File: config.mk
export PLATFORM = sky130hd
export DESIGN_NAME = serial_adder_flat
export DESIGN_NICKNAME = d
export VERILOG_FILES = /design/src/rtl/serial_adder_if.sv /design/src/rtl/serial_adder.sv /design/src/flat_wrapper.sv
export SDC_FILE = /design/constraint.sdc
export NUM_CORES = 1
export LEC_CHECK = 0
export BUFFER_PORTS_ARGS = -buffer_cell sky130_fd_sc_hd__buf_2
export CAP_MARGIN = 5
export CORE_ASPECT_RATIO = 0.7
export CORE_MARGIN = 2
export CORE_UTILIZATION = 50
export CTS_BUF_LIST = sky130_fd_sc_hd__clkbuf_4 sky130_fd_sc_hd__clkbuf_8
export DETAILED_ROUTE_END_ITERATION = 8
export GPL_TIMING_DRIVEN = 0
export HOLD_SLACK_MARGIN = 0.02
export PLACE_DENSITY = 0.76
export SLEW_MARGIN = 20
export SYNTH_ARGS = -nofsm -noshare
export SYNTH_HDL_FRONTEND = slang
export SYNTH_SLANG_ARGS = --single-unit
File: constraint.sdc
create_clock -name clk -period 1.6 [get_ports clk]
set_input_delay 0.24 -clock clk [delete_from_list [all_inputs] [get_ports clk]]
set_output_delay 0.24 -clock clk [all_outputs]
set_load 0.005 [all_outputs]
File: src/rtl/serial_adder_if.sv
// Handshake and operand/result bundle for the bit-serial adder/subtractor.
// The master side issues operations; the slave side is the adder itself.
interface serial_adder_if #(
   parameter int WIDTH = 4
) ();
   logic             start;
   logic [WIDTH-1:0] a;
   logic [WIDTH-1:0] b;
   logic             cin;
   logic             sub;
   logic             busy;
   logic             done;
   logic [WIDTH-1:0] sum;
   logic             cout;
   logic             overflow;

   modport master (
      output start, a, b, cin, sub,
      input  busy, done, sum, cout, overflow
   );

   modport slave (
      input  start, a, b, cin, sub,
      output busy, done, sum, cout, overflow
   );
endinterface

File: src/rtl/serial_adder.sv
// Bit-serial adder/subtractor: one sum/carry cell and a registered carry,
// processing one operand bit per clock, LSB first.
module serial_adder #(
   parameter int WIDTH = 4
) (
   input  logic          clk,
   input  logic          rst_n,
   serial_adder_if.slave bus
);
   localparam int CNT_W = $clog2(WIDTH) + 1;
   localparam logic [CNT_W-1:0] LAST_CNT = CNT_W'(WIDTH - 1);
   localparam logic [CNT_W-1:0] CNT_ONE  = CNT_W'(1);

   typedef enum logic [1:0] {
      IDLE = 2'd0,
      RUN  = 2'd1,
      DONE = 2'd2
   } state_t;

   state_t           state_r;
   state_t           state_nxt_s;
   logic [WIDTH-1:0] opa_r;
   logic [WIDTH-1:0] opb_r;
   logic [WIDTH-1:0] res_r;
   logic [WIDTH-1:0] sum_r;
   logic [CNT_W-1:0] cnt_r;
   logic             carry_r;
   logic             cout_r;
   logic             ovf_r;
   logic             busy_r;
   logic             done_r;
   logic             accept_s;
   logic             last_s;
   logic             bit_s;
   logic             carry_nxt_s;

   function automatic logic maj3(input logic x, input logic y, input logic z);
      return (x & y) | (x & z) | (y & z);
   endfunction

   assign bit_s       = opa_r[0] ^ opb_r[0] ^ carry_r;
   assign carry_nxt_s = maj3(opa_r[0], opb_r[0], carry_r);
   assign last_s      = (cnt_r == LAST_CNT);

   // Next-state decode and start acceptance (only in IDLE or DONE).
   always_comb begin
      state_nxt_s = state_r;
      accept_s    = 1'b0;
      case (state_r)
         IDLE: begin
            if (bus.start) begin
               accept_s    = 1'b1;
               state_nxt_s = RUN;
            end else begin
               state_nxt_s = IDLE;
            end
         end
         RUN: begin
            if (last_s) begin
               state_nxt_s = DONE;
            end else begin
               state_nxt_s = RUN;
            end
         end
         DONE: begin
            if (bus.start) begin
               accept_s    = 1'b1;
               state_nxt_s = RUN;
            end else begin
               state_nxt_s = IDLE;
            end
         end
         default: begin
            state_nxt_s = IDLE;
         end
      endcase
   end

   // State register; busy/done are registered from the next state so they track it exactly.
   always_ff @(posedge clk or negedge rst_n) begin
      if (!rst_n) begin
         state_r <= IDLE;
         busy_r  <= 1'b0;
         done_r  <= 1'b0;
      end else begin
         state_r <= state_nxt_s;
         busy_r  <= (state_nxt_s == RUN);
         done_r  <= (state_nxt_s == DONE);
      end
   end

   // Operand latch, serial bit cell and result capture.
   always_ff @(posedge clk or negedge rst_n) begin
      if (!rst_n) begin
         opa_r   <= {WIDTH{1'b0}};
         opb_r   <= {WIDTH{1'b0}};
         res_r   <= {WIDTH{1'b0}};
         sum_r   <= {WIDTH{1'b0}};
         cnt_r   <= {CNT_W{1'b0}};
         carry_r <= 1'b0;
         cout_r  <= 1'b0;
         ovf_r   <= 1'b0;
      end else if (accept_s) begin
         // Subtract is a + ~b + 1, so cin is ignored when sub is set.
         opa_r   <= bus.a;
         opb_r   <= bus.sub ? ~bus.b : bus.b;
         carry_r <= bus.sub ? 1'b1 : bus.cin;
         cnt_r   <= {CNT_W{1'b0}};
      end else if (state_r == RUN) begin
         opa_r   <= {1'b0, opa_r[WIDTH-1:1]};
         opb_r   <= {1'b0, opb_r[WIDTH-1:1]};
         res_r   <= {bit_s, res_r[WIDTH-1:1]};
         carry_r <= carry_nxt_s;
         cnt_r   <= cnt_r + CNT_ONE;
         if (last_s) begin
            // carry_r here is the carry into the MSB.
            sum_r  <= {bit_s, res_r[WIDTH-1:1]};
            cout_r <= carry_nxt_s;
            ovf_r  <= carry_r ^ carry_nxt_s;
         end
      end
   end

   assign bus.busy     = busy_r;
   assign bus.done     = done_r;
   assign bus.sum      = sum_r;
   assign bus.cout     = cout_r;
   assign bus.overflow = ovf_r;
endmodule

File: src/flat_wrapper.sv
// flat-port wrapper written by rule: the top's interface ports become plain ports
module serial_adder_flat 
#(
   parameter int WIDTH = 4
)
  (clk, rst_n, bus_start, bus_a, bus_b, bus_cin, bus_sub, bus_busy, bus_done, bus_sum, bus_cout, bus_overflow);
  serial_adder_if #(.WIDTH(WIDTH)) bus_i ();
  input  logic clk;
  input  logic rst_n;
  input wire logic [$bits(bus_i.start)-1:0] bus_start;
  input wire logic [$bits(bus_i.a)-1:0] bus_a;
  input wire logic [$bits(bus_i.b)-1:0] bus_b;
  input wire logic [$bits(bus_i.cin)-1:0] bus_cin;
  input wire logic [$bits(bus_i.sub)-1:0] bus_sub;
  output wire logic [$bits(bus_i.busy)-1:0] bus_busy;
  output wire logic [$bits(bus_i.done)-1:0] bus_done;
  output wire logic [$bits(bus_i.sum)-1:0] bus_sum;
  output wire logic [$bits(bus_i.cout)-1:0] bus_cout;
  output wire logic [$bits(bus_i.overflow)-1:0] bus_overflow;
  assign bus_i.start = bus_start;
  assign bus_i.a = bus_a;
  assign bus_i.b = bus_b;
  assign bus_i.cin = bus_cin;
  assign bus_i.sub = bus_sub;
  assign bus_busy = bus_i.busy;
  assign bus_done = bus_i.done;
  assign bus_sum = bus_i.sum;
  assign bus_cout = bus_i.cout;
  assign bus_overflow = bus_i.overflow;
  serial_adder #(.WIDTH(WIDTH)) u_core (.clk(clk), .rst_n(rst_n), .bus(bus_i));
endmodule
==> parameters.txt, run 1 <==
Parameter                              Value

STA
  Time the worst path needs with I/O delays and setup ... ~1.5 ns
  Worst slew margin relative to its limit ... 0.6445
  Total count of max-transition violations in the final report ... 0
  Final-layout worst hold slack ... 0.1233 ns
  Max Fclk ... between 0.6 and 0.7 GHz
  Crit path setup slack, layout ... a little over 0.06 ns
  Hold Vio Cnt, Final ... 0
  Setup Viol. Count Final ... 0
  Slew at the pin closest to its max-slew limit ... between 0.5 and 0.6 ns
  Ratio of final minimum period to clock period ... 0.9616
  Worst clock skew on the final layout ... roughly 0.00099 ns

Critical path
  Worst-path fanout max ... 6
  Stage delay of the slowest cell on the critical path ... 0.40 ns
  Worst Path Required ... roughly 1.8 ns
  Worst-path cell with the longest stage delay ... dfrtp_1
  Kind of critical path ... reg -> reg
  Number of cells traversed by the worst register-to-register path ... 5
  Data arrival time of the worst path ... between 1.5 and 2 ns
  Cell occurring most often along the worst timing path ... ha_1
  Series of cell instances along the critical path ... ha_1 > ha_1 > nand3b_1 > buf_6 > mux2_2
  Nature of the critical path endpoint ... flop
  Kind of start point of the critical path ... flop

Finish
  Total number of nets in the final design ... 133
  Final design utilization ... 0.6089
  Fraction of final layout cells sized beyond drive strength 1 ... 0.3276
  Area of the multi-input gates ... 415.4 sq um
  Filler instances ... around 190
  Post-Layout Cell Count ... between 100 and 150
  Syn-to-layout area delta ... 18.40%
  Number of diodes added for antenna fixing ... 0
  Sequential cell area ... about 630 sq um

Power
  Static leakage ... ~0.67 nW
  Net Sw Power ... between 0.8 and 0.9 mW
  Total power consumption of the routed design ... around 2.4 mW
  Power per Cell Area ... roughly 1900 mW/mm^2
  Maximum ir drop on the vdd rail ... 0.0009766 V
  Comb power frac ... 0.430
  Internal cell power ... 1.567 mW
  Portion of total power attributed to the clock network ... 0.123
  Sequential cell fraction of total power ... 0.447
  Fraction of power spent switching nets ... 0.3427

CTS
  Clk sink count ... 25
  Maximum count of clock buffers along a single path ... 2
  Total CTS buffers ... 3
  Clock root buffer master ... clkbuf_4
  CTS tree ... done
  Clock latency of the later-clocked register in the worst-skew pair ... just over 0.3 ns
  Maximum level of the CTS H-tree ... 1
  Clock transition at the registers of the reported paths ... 0.13 ns

Yosys
  Yosys top cell area share ... 0.5787
  Number of warnings issued by yosys ... 0
  Yosys cell types ... 24
  Multiplexer share of the synthesized area ... 0.1088
  Share of flip-flops with an asynchronous set or reset ... 1.000
  Leading register cell type out of synthesis ... dfrtp_1
  Compound-cell area share of the yosys netlist ... 0.1053
  Post-synthesis cell area ... approximately 0.0011 sq mm
  Largest family of logic cells by synthesized area ... multiplexers
  Net count of the mapped netlist ... 104
  Mean instance size in the synthesized netlist ... 12.28 sq um
  Leading post-synthesis cells by cell area ... dfrtp_1 (58%), mux2_2 (6.2%), nand2_1 (5.2%)
  Adder-Cell Fraction of Synth Area ... 0.04167
  Share of the synthesized netlist area taken by xor and xnor gates ... 0.04051
  Top cells by count, synth ... dfrtp_1 (25), nand2_1 (15), mux2_2 (6), o21ai_0 (6), mux2i_1 (5)
  Area fraction in and, or, nand and nor cells after synthesis ... 0.08796
  Portion of the post-synthesis area used by sequential elements ... 0.5787
  Post-Synthesis Cells ... 88
  Dominant cell type by area after synthesis ... dfrtp_1
  Most frequently used cell type in the post-synthesis netlist ... dfrtp_1
  FF+latch count, synth ... 25
  Number of enable-type register cells in the synthesized netlist ... 0

Global route
  Initial antenna violation count ... 0
  Total GRT Usage ... 0.1674
  Pin count of the biggest net entering global routing ... 26
  Number of global-route vias before repair ... roughly 700
  First-pass GRT wire length ... between 3 and 4 mm
  Global route total overflow ... 0

Worst hold path
  Hold crit path type ... in -> reg
  Min-Delay Path Depth ... 3

Placement
  Port-buffer cells ... 19
  Instance count after placement with tap cells included ... ~130
  Worst slack at placement ... -0.05935 ns
  Placed wire-length estimate ... ~1.3 mm
  Weighted congestion at the end of routability-driven global placement ... approximately 0.7

Detailed routing
  DRC ... 0
  Total wire length after detailed routing ... about 1.8 mm
  Number of nets still failing antenna checks after routing ... 0
  Avg Vias per Cell ... between 5 and 6
  First-pass DRT Iterations ... 3
  Average wire per cell in the routed design ... 12.77 um
  Number of design-rule violations left by the first detailed-router iteration ... 24
  Vias post-DR ... between 700 and 800

Die
  Vertical die dimension ... approximately 43 um
  Effective utilization at floorplan ... 0.5143
  Core area ... roughly 0.0021 sq mm
  Die X ... between 50 and 60 um
  Die area ... 0.002556 sq mm
  Number of primary I/O pins ... 21
  Number of cell rows ... 14

Outcome
  Status ... finished, final reports clean

Run
  Count of max-cap constraint violations ... 0
[layout by cell type, fill, tap and decap left out]
cell type | synthesis | layout
a21o_1 | 1 | 1
a221o_1 | 1 | 1
a22o_1 | 4 | 4
and2b_1 | 1 | 1
buf_2 | 2 | 21
buf_4 | 2 | 5
buf_6 | 0 | 1
clkbuf_1 | 1 | 1
clkbuf_4 | 0 | 4
dfrtp_1 | 25 | 25
dlygate4sd3_1 | 0 | 1
fa_1 | 1 | 1
ha_1 | 2 | 2
inv_1 | 3 | 3
mux2_2 | 6 | 6
mux2i_1 | 5 | 5
nand2_1 | 15 | 15
nand2b_1 | 1 | 1
nand3b_1 | 1 | 1
nor2_4 | 1 | 1
nor2b_1 | 1 | 1
o21a_1 | 1 | 1
o21ai_0 | 6 | 6
o21bai_1 | 2 | 2
o2bb2ai_1 | 1 | 1
xnor2_1 | 1 | 1
xor2_1 | 4 | 4
[power groups by stage]
stage	clock network, mW	registers (mW)	logic (mW)
after floorplan	0	1.06	0.715
after detailed placement	0	1.09	0.984
after global placement	0	1.07	0.951
after CTS	0.302	1.07	1.02
final	0.294	1.07	1.02
after global routing	0.324	1.11	1.16
[critical path, delay by kind of cell (launching register included)]
| kind | cells | cell delay, ns |
|---|---|---|
| fa+ha+maj | 2 | 0.42 |
| flops | 1 | 0.40 |
| mux | 1 | 0.33 |
| simple gates | 1 | 0.14 |
| buf+inv | 1 | 0.14 |
[worst paths after layout]
check,start,end,slack [ns]
hold / removal,bus_a[2],u_core.opa_r[2],0.12
min in group asynchronous,rst_n,u_core.bus.sum[1],0.41
max in group asynchronous,rst_n,u_core.res_r[3],0.83
setup reg to reg,u_core.cnt_r[0],u_core.bus.sum[3],0.06
hold reg to reg,u_core.res_r[1],u_core.res_r[1],0.49
setup / recovery,u_core.cnt_r[0],u_core.bus.sum[3],0.06
[metal layers]
metal,wire length (um),GRT usage,vias up
li1,-,-,355
met1,860,0.2314,351
met2,811,0.2637,16
met3,108,0.05488,2
met4,7,0.02667,0
met5,0,0,-
[sequential cells by signal (all words and copies together), names as in the netlist]
| signal | flops |
|---|---|
| u_core.bus.sum | 4 |
| u_core.opa_r | 4 |
| u_core.opb_r | 4 |
| u_core.cnt_r | 3 |
| u_core.res_r | 3 |
| u_core.state_r | 2 |
| u_core.bus.busy | 1 |
| u_core.bus.cout | 1 |
| u_core.bus.done | 1 |
| u_core.bus.overflow | 1 |
| u_core.carry_r | 1 |
[area by class of cell]
type                    instances  share of cell area
plain buffers                   5             0.02248
clock buffers                   4             0.02346
inverters                       3            0.008798
multi-input cells              55              0.3245
flip-flops and latches         25              0.4888
well taps                      24             0.02346
repair buffers                 24              0.1085
[stage by stage]
stage	area [sq um]	setup TNS, ns
5_1_grt	1280	-0.007309
4_1_cts	1269	0
2_1_floorplan	1081	0
3_5_place_dp	1206	-0.2661
6_report	1280	0
3_3_place_gp	1206	-0.05791
[what timing repair did]
item | in CTS | in global routing
cloned | 0 | 0
pin swaps | 1 | 1
setup buffers | 3 | 1
resized for setup | 0 | 1
hold buffers | 1 | 0
hold endpoints to repair | 25 | 0
setup endpoints to repair | 5 | 5
[cell families after synthesis]
kind of cell,after synthesis
AOI/OAI and AO/OA,16
xor gates and xnor gates,5
adders and majority gates,3
buffers and inverters,8
DFF,25
muxes,11
and+or+nand+nor,20
Power figures use the tool's default switching activity.
==> inputs of run 2 (changes only) <==
--- a/config.mk
+++ b/config.mk
@@ -13,5 +13,4 @@
 export CTS_BUF_LIST = sky130_fd_sc_hd__clkbuf_4 sky130_fd_sc_hd__clkbuf_8
 export DETAILED_ROUTE_END_ITERATION = 8
-export GPL_TIMING_DRIVEN = 0
 export HOLD_SLACK_MARGIN = 0.02
 export PLACE_DENSITY = 0.76
==> constraint.sdc (replaced) <==
create_clock -name clk -period 1.6 [get_ports clk]
set_input_delay 0.24 -clock clk [delete_from_list [all_inputs] [get_ports clk]]
set_output_delay 0.24 -clock clk [all_outputs]
set_load 0.05 [all_outputs]
==> parameters.txt, run 2 (synthesized netlist as in run 1, its figures left out) <==
Parameter                              Value

STA
  Time the worst path needs with I/O delays and setup ... 1.552 ns (was 1.539 ns)
  Worst clock skew on the final layout ... 0.008266 ns (was 0.0009940 ns)
  Ratio of final minimum period to clock period ... 0.9699 (was 0.9616)
  Max Fclk ... 0.6444 GHz (was 0.6500 GHz)
  Setup TNS ... 0 ns (unchanged)
  Setup Viol. Count Final ... 0 (unchanged)
  Hold Vio Cnt, Final ... 0 (unchanged)
  Slew at the pin closest to its max-slew limit ... 0.5487 ns (was 0.5333 ns)
  Worst slew margin relative to its limit ... 0.6342 (was 0.6445)
  Total count of max-transition violations in the final report ... 0 (unchanged)
  Unrepaired setup endpoints after global routing ... no
  Final-layout worst hold slack ... 0.1083 ns (was 0.1233 ns)

Die
  Die area ... 0.002556 sq mm (unchanged)
  Vertical die dimension ... 42.91 um (unchanged)
  Number of cell rows ... 14 (unchanged)
  Core area ... 0.002102 sq mm (unchanged)
  Effective utilization at floorplan ... 0.5143 (unchanged)
  Die X ... 59.58 um (unchanged)
  Number of primary I/O pins ... 21 (unchanged)

Finish
  Filler instances ... 178 (was 187)
  Most common library cell in the layout ignoring fill and taps ... dfrtp_1 (unchanged)
  Syn-to-layout area delta ... 15.97% (was 18.40%)
  Total number of nets in the final design ... 128 (was 133)
  Most used cells in the layout excluding fill and tap cells ... dfrtp_1 (25), buf_2 (20), nand2_1 (15) (was dfrtp_1 (25), buf_2 (21), nand2_1 (15))
  Number of diodes added for antenna fixing ... 0 (unchanged)
  Post-Layout Cell Count ... 135 (was 140)
  Fraction of final layout cells sized beyond drive strength 1 ... 0.3063 (was 0.3276)

Worst hold path
  Hold crit path type ... in -> reg (unchanged)

Placement
  Weighted congestion at the end of routability-driven global placement ... 0.7066 (was 0.7011)
  Instance count after placement with tap cells included ... 129 (was 131)
  Placed wire-length estimate ... 1.360 mm (was 1.267 mm)
  Port-buffer cells ... 20 (was 19)

Power
  Maximum ir drop on the vdd rail ... 0.001004 V (was 0.0009766 V)
  Internal cell power ... 1.517 mW (was 1.567 mW)
  Static leakage ... 0.6578 nW (was 0.6694 nW)
  Portion of total power attributed to the clock network ... 0.105 (was 0.123)
  Power per Cell Area ... 2130 mW/mm^2 (was 1862 mW/mm^2)
  Comb power frac ... 0.489 (was 0.430)
  Fraction of power spent switching nets ... 0.4317 (was 0.3427)
  Net Sw Power ... 1.153 mW (was 0.8168 mW)
  Sequential cell fraction of total power ... 0.406 (was 0.447)

Critical path
  Largest delay contributor family on the critical path ... adder cells (unchanged)
  Worst-path cell with the longest stage delay ... dfrtp_1 (unchanged)
  Stage delay of the slowest cell on the critical path ... 0.41 ns (was 0.40 ns)
  Kind of start point of the critical path ... flop (unchanged)
  Worst-path fanout max ... 6 (unchanged)
  Series of cell instances along the critical path ... ha_1 > ha_1 > nand3b_1 > buf_6 > mux2_2 (unchanged)
  Kind of critical path ... reg -> reg (unchanged)
  Nature of the critical path endpoint ... flop (unchanged)
  Worst Path Required ... 1.82 ns (about the same)
  Data arrival time of the worst path ... 1.77 ns (was 1.75 ns)
  CP Buf/Inv Count ... 1 (unchanged)
  Cell occurring most often along the worst timing path ... ha_1 (unchanged)

CTS
  Clock root buffer master ... clkbuf_4 (unchanged)
  Clock latency of the later-clocked register in the worst-skew pair ... 0.32 ns (was 0.31 ns)
  Total CTS buffers ... 3 (unchanged)
  Maximum count of clock buffers along a single path ... 2 (unchanged)
  Maximum level of the CTS H-tree ... 1 (unchanged)
  Clock transition at the registers of the reported paths ... 0.13 ns (about the same)
  CTS tree ... done (unchanged)
  Clk sink count ... 25 (unchanged)

Global route
  Global route total overflow ... 0 (unchanged)
  Number of global-route vias before repair ... 701 (was 721)
  Initial antenna violation count ... 0 (unchanged)
  Total GRT Usage ... 0.1715 (was 0.1674)
  Pin count of the biggest net entering global routing ... 26 (unchanged)
  First-pass GRT wire length ... 3.187 mm (was 3.139 mm)

Detailed routing
  Average wire per cell in the routed design ... 13.76 um (was 12.77 um)
  Highest metal layer with signal wires ... met4 (unchanged)
  Total wire length after detailed routing ... 1.858 mm (was 1.788 mm)
  Vias post-DR ... 690 (was 724)
  Wire length on met3 ... 96 um (was 108 um)
  First-pass DRT Iterations ... 4 (was 3)
  Met2 routed WL ... 907 um (was 811 um)
  Sum of routed wire segments on met1 ... 843 um (was 860 um)
  Number of design-rule violations left by the first detailed-router iteration ... 10 (was 24)
  DRC ... 0 (unchanged)
  Number of nets still failing antenna checks after routing ... 0 (unchanged)
  Avg Vias per Cell ... 5.111 (was 5.171)

Outcome
  Status ... finished, final reports clean (unchanged)

Run
  Count of max-cap constraint violations ... 0 (unchanged)
==> run 2: cell count changes in the layout (fill, tap and decap cells not counted), sizes merged <==
| cell | previous run | this run |
|---|---|---|
| clkinv | 0 | 1 |
| clkbuf | 5 | 3 |
| buf | 27 | 23 |
==> run 2: final cells by class <==
type	count	area [sq um]	area share
multi-input cells	55	422.9	0.3373
flip-flops and latches	25	625.6	0.4990
well taps	24	30.03	0.02395
inverters	3	11.26	0.008982
clock buffers	3	22.52	0.01796
repair buffers	24	136.4	0.1088
clock inverters	1	5.005	0.003992
==> run 2: what timing repair did <==
item	in CTS	in global routing
gates resized for setup	0	3
endpoints found under the setup margin	0	6
hold buffers	1	0
setup buffers	0	1
hold endpoints to repair	25	0
==> run 2: worst paths after layout <==
check / startpoint / end / slack, ns / cells after the start
min in group asynchronous: rst_n / u_core.bus.done / 0.41 / 2
worst max register to register: u_core.cnt_r[0] / u_core.bus.sum[1] / 0.05 / 5
max in group asynchronous: rst_n / u_core.opa_r[2] / 0.82 / 2
worst max-delay path: u_core.cnt_r[0] / u_core.bus.sum[1] / 0.05 / 5
worst min-delay path: bus_a[1] / u_core.opa_r[1] / 0.11 / 3
worst min register to register: u_core.cnt_r[2] / u_core.cnt_r[2] / 0.51 / 1
==> run 2: power by group through the flow <==
stage	sequential [mW]	clock (mW)	combinational [mW]
global route	1.11	0.317	1.43
CTS	1.09	0.289	1.29
detailed placement	1.10	0	1.28
finish	1.08	0.280	1.31
floorplan	1.37	0	0.715
global placement	1.08	0	1.23
==> run 2: metal layers <==
layer  track usage  up-vias
li1              -      345
met3       0.06402        2
met4       0.02667        0
met5             0        -
met1        0.2343      327
met2        0.2681       16
==> run 2: tightest hold or removal path, cell delays in order <==
cell and delay (ns):
buf_2 0.07, nand2_1 0.03, o21ai_0 0.06
==> run 2: through the flow <==
| stage | setup slack [ns] | utilization | area [sq um] | power [mW] |
|---|---|---|---|---|
| 2_1_floorplan | 0.1289 | - | 1081 | 2.083 |
| 3_3_place_gp | 0.09021 | 0.5696 | 1197 | 2.304 |
| 3_5_place_dp | 0.02410 | 0.5696 | 1197 | 2.377 |
| 4_1_cts | 0.004528 | 0.5875 | 1235 | 2.664 |
| 5_1_grt | 0.002396 | 0.5964 | 1254 | 2.858 |
| 6_report | 0.04820 | 0.5964 | 1254 | 2.670 |
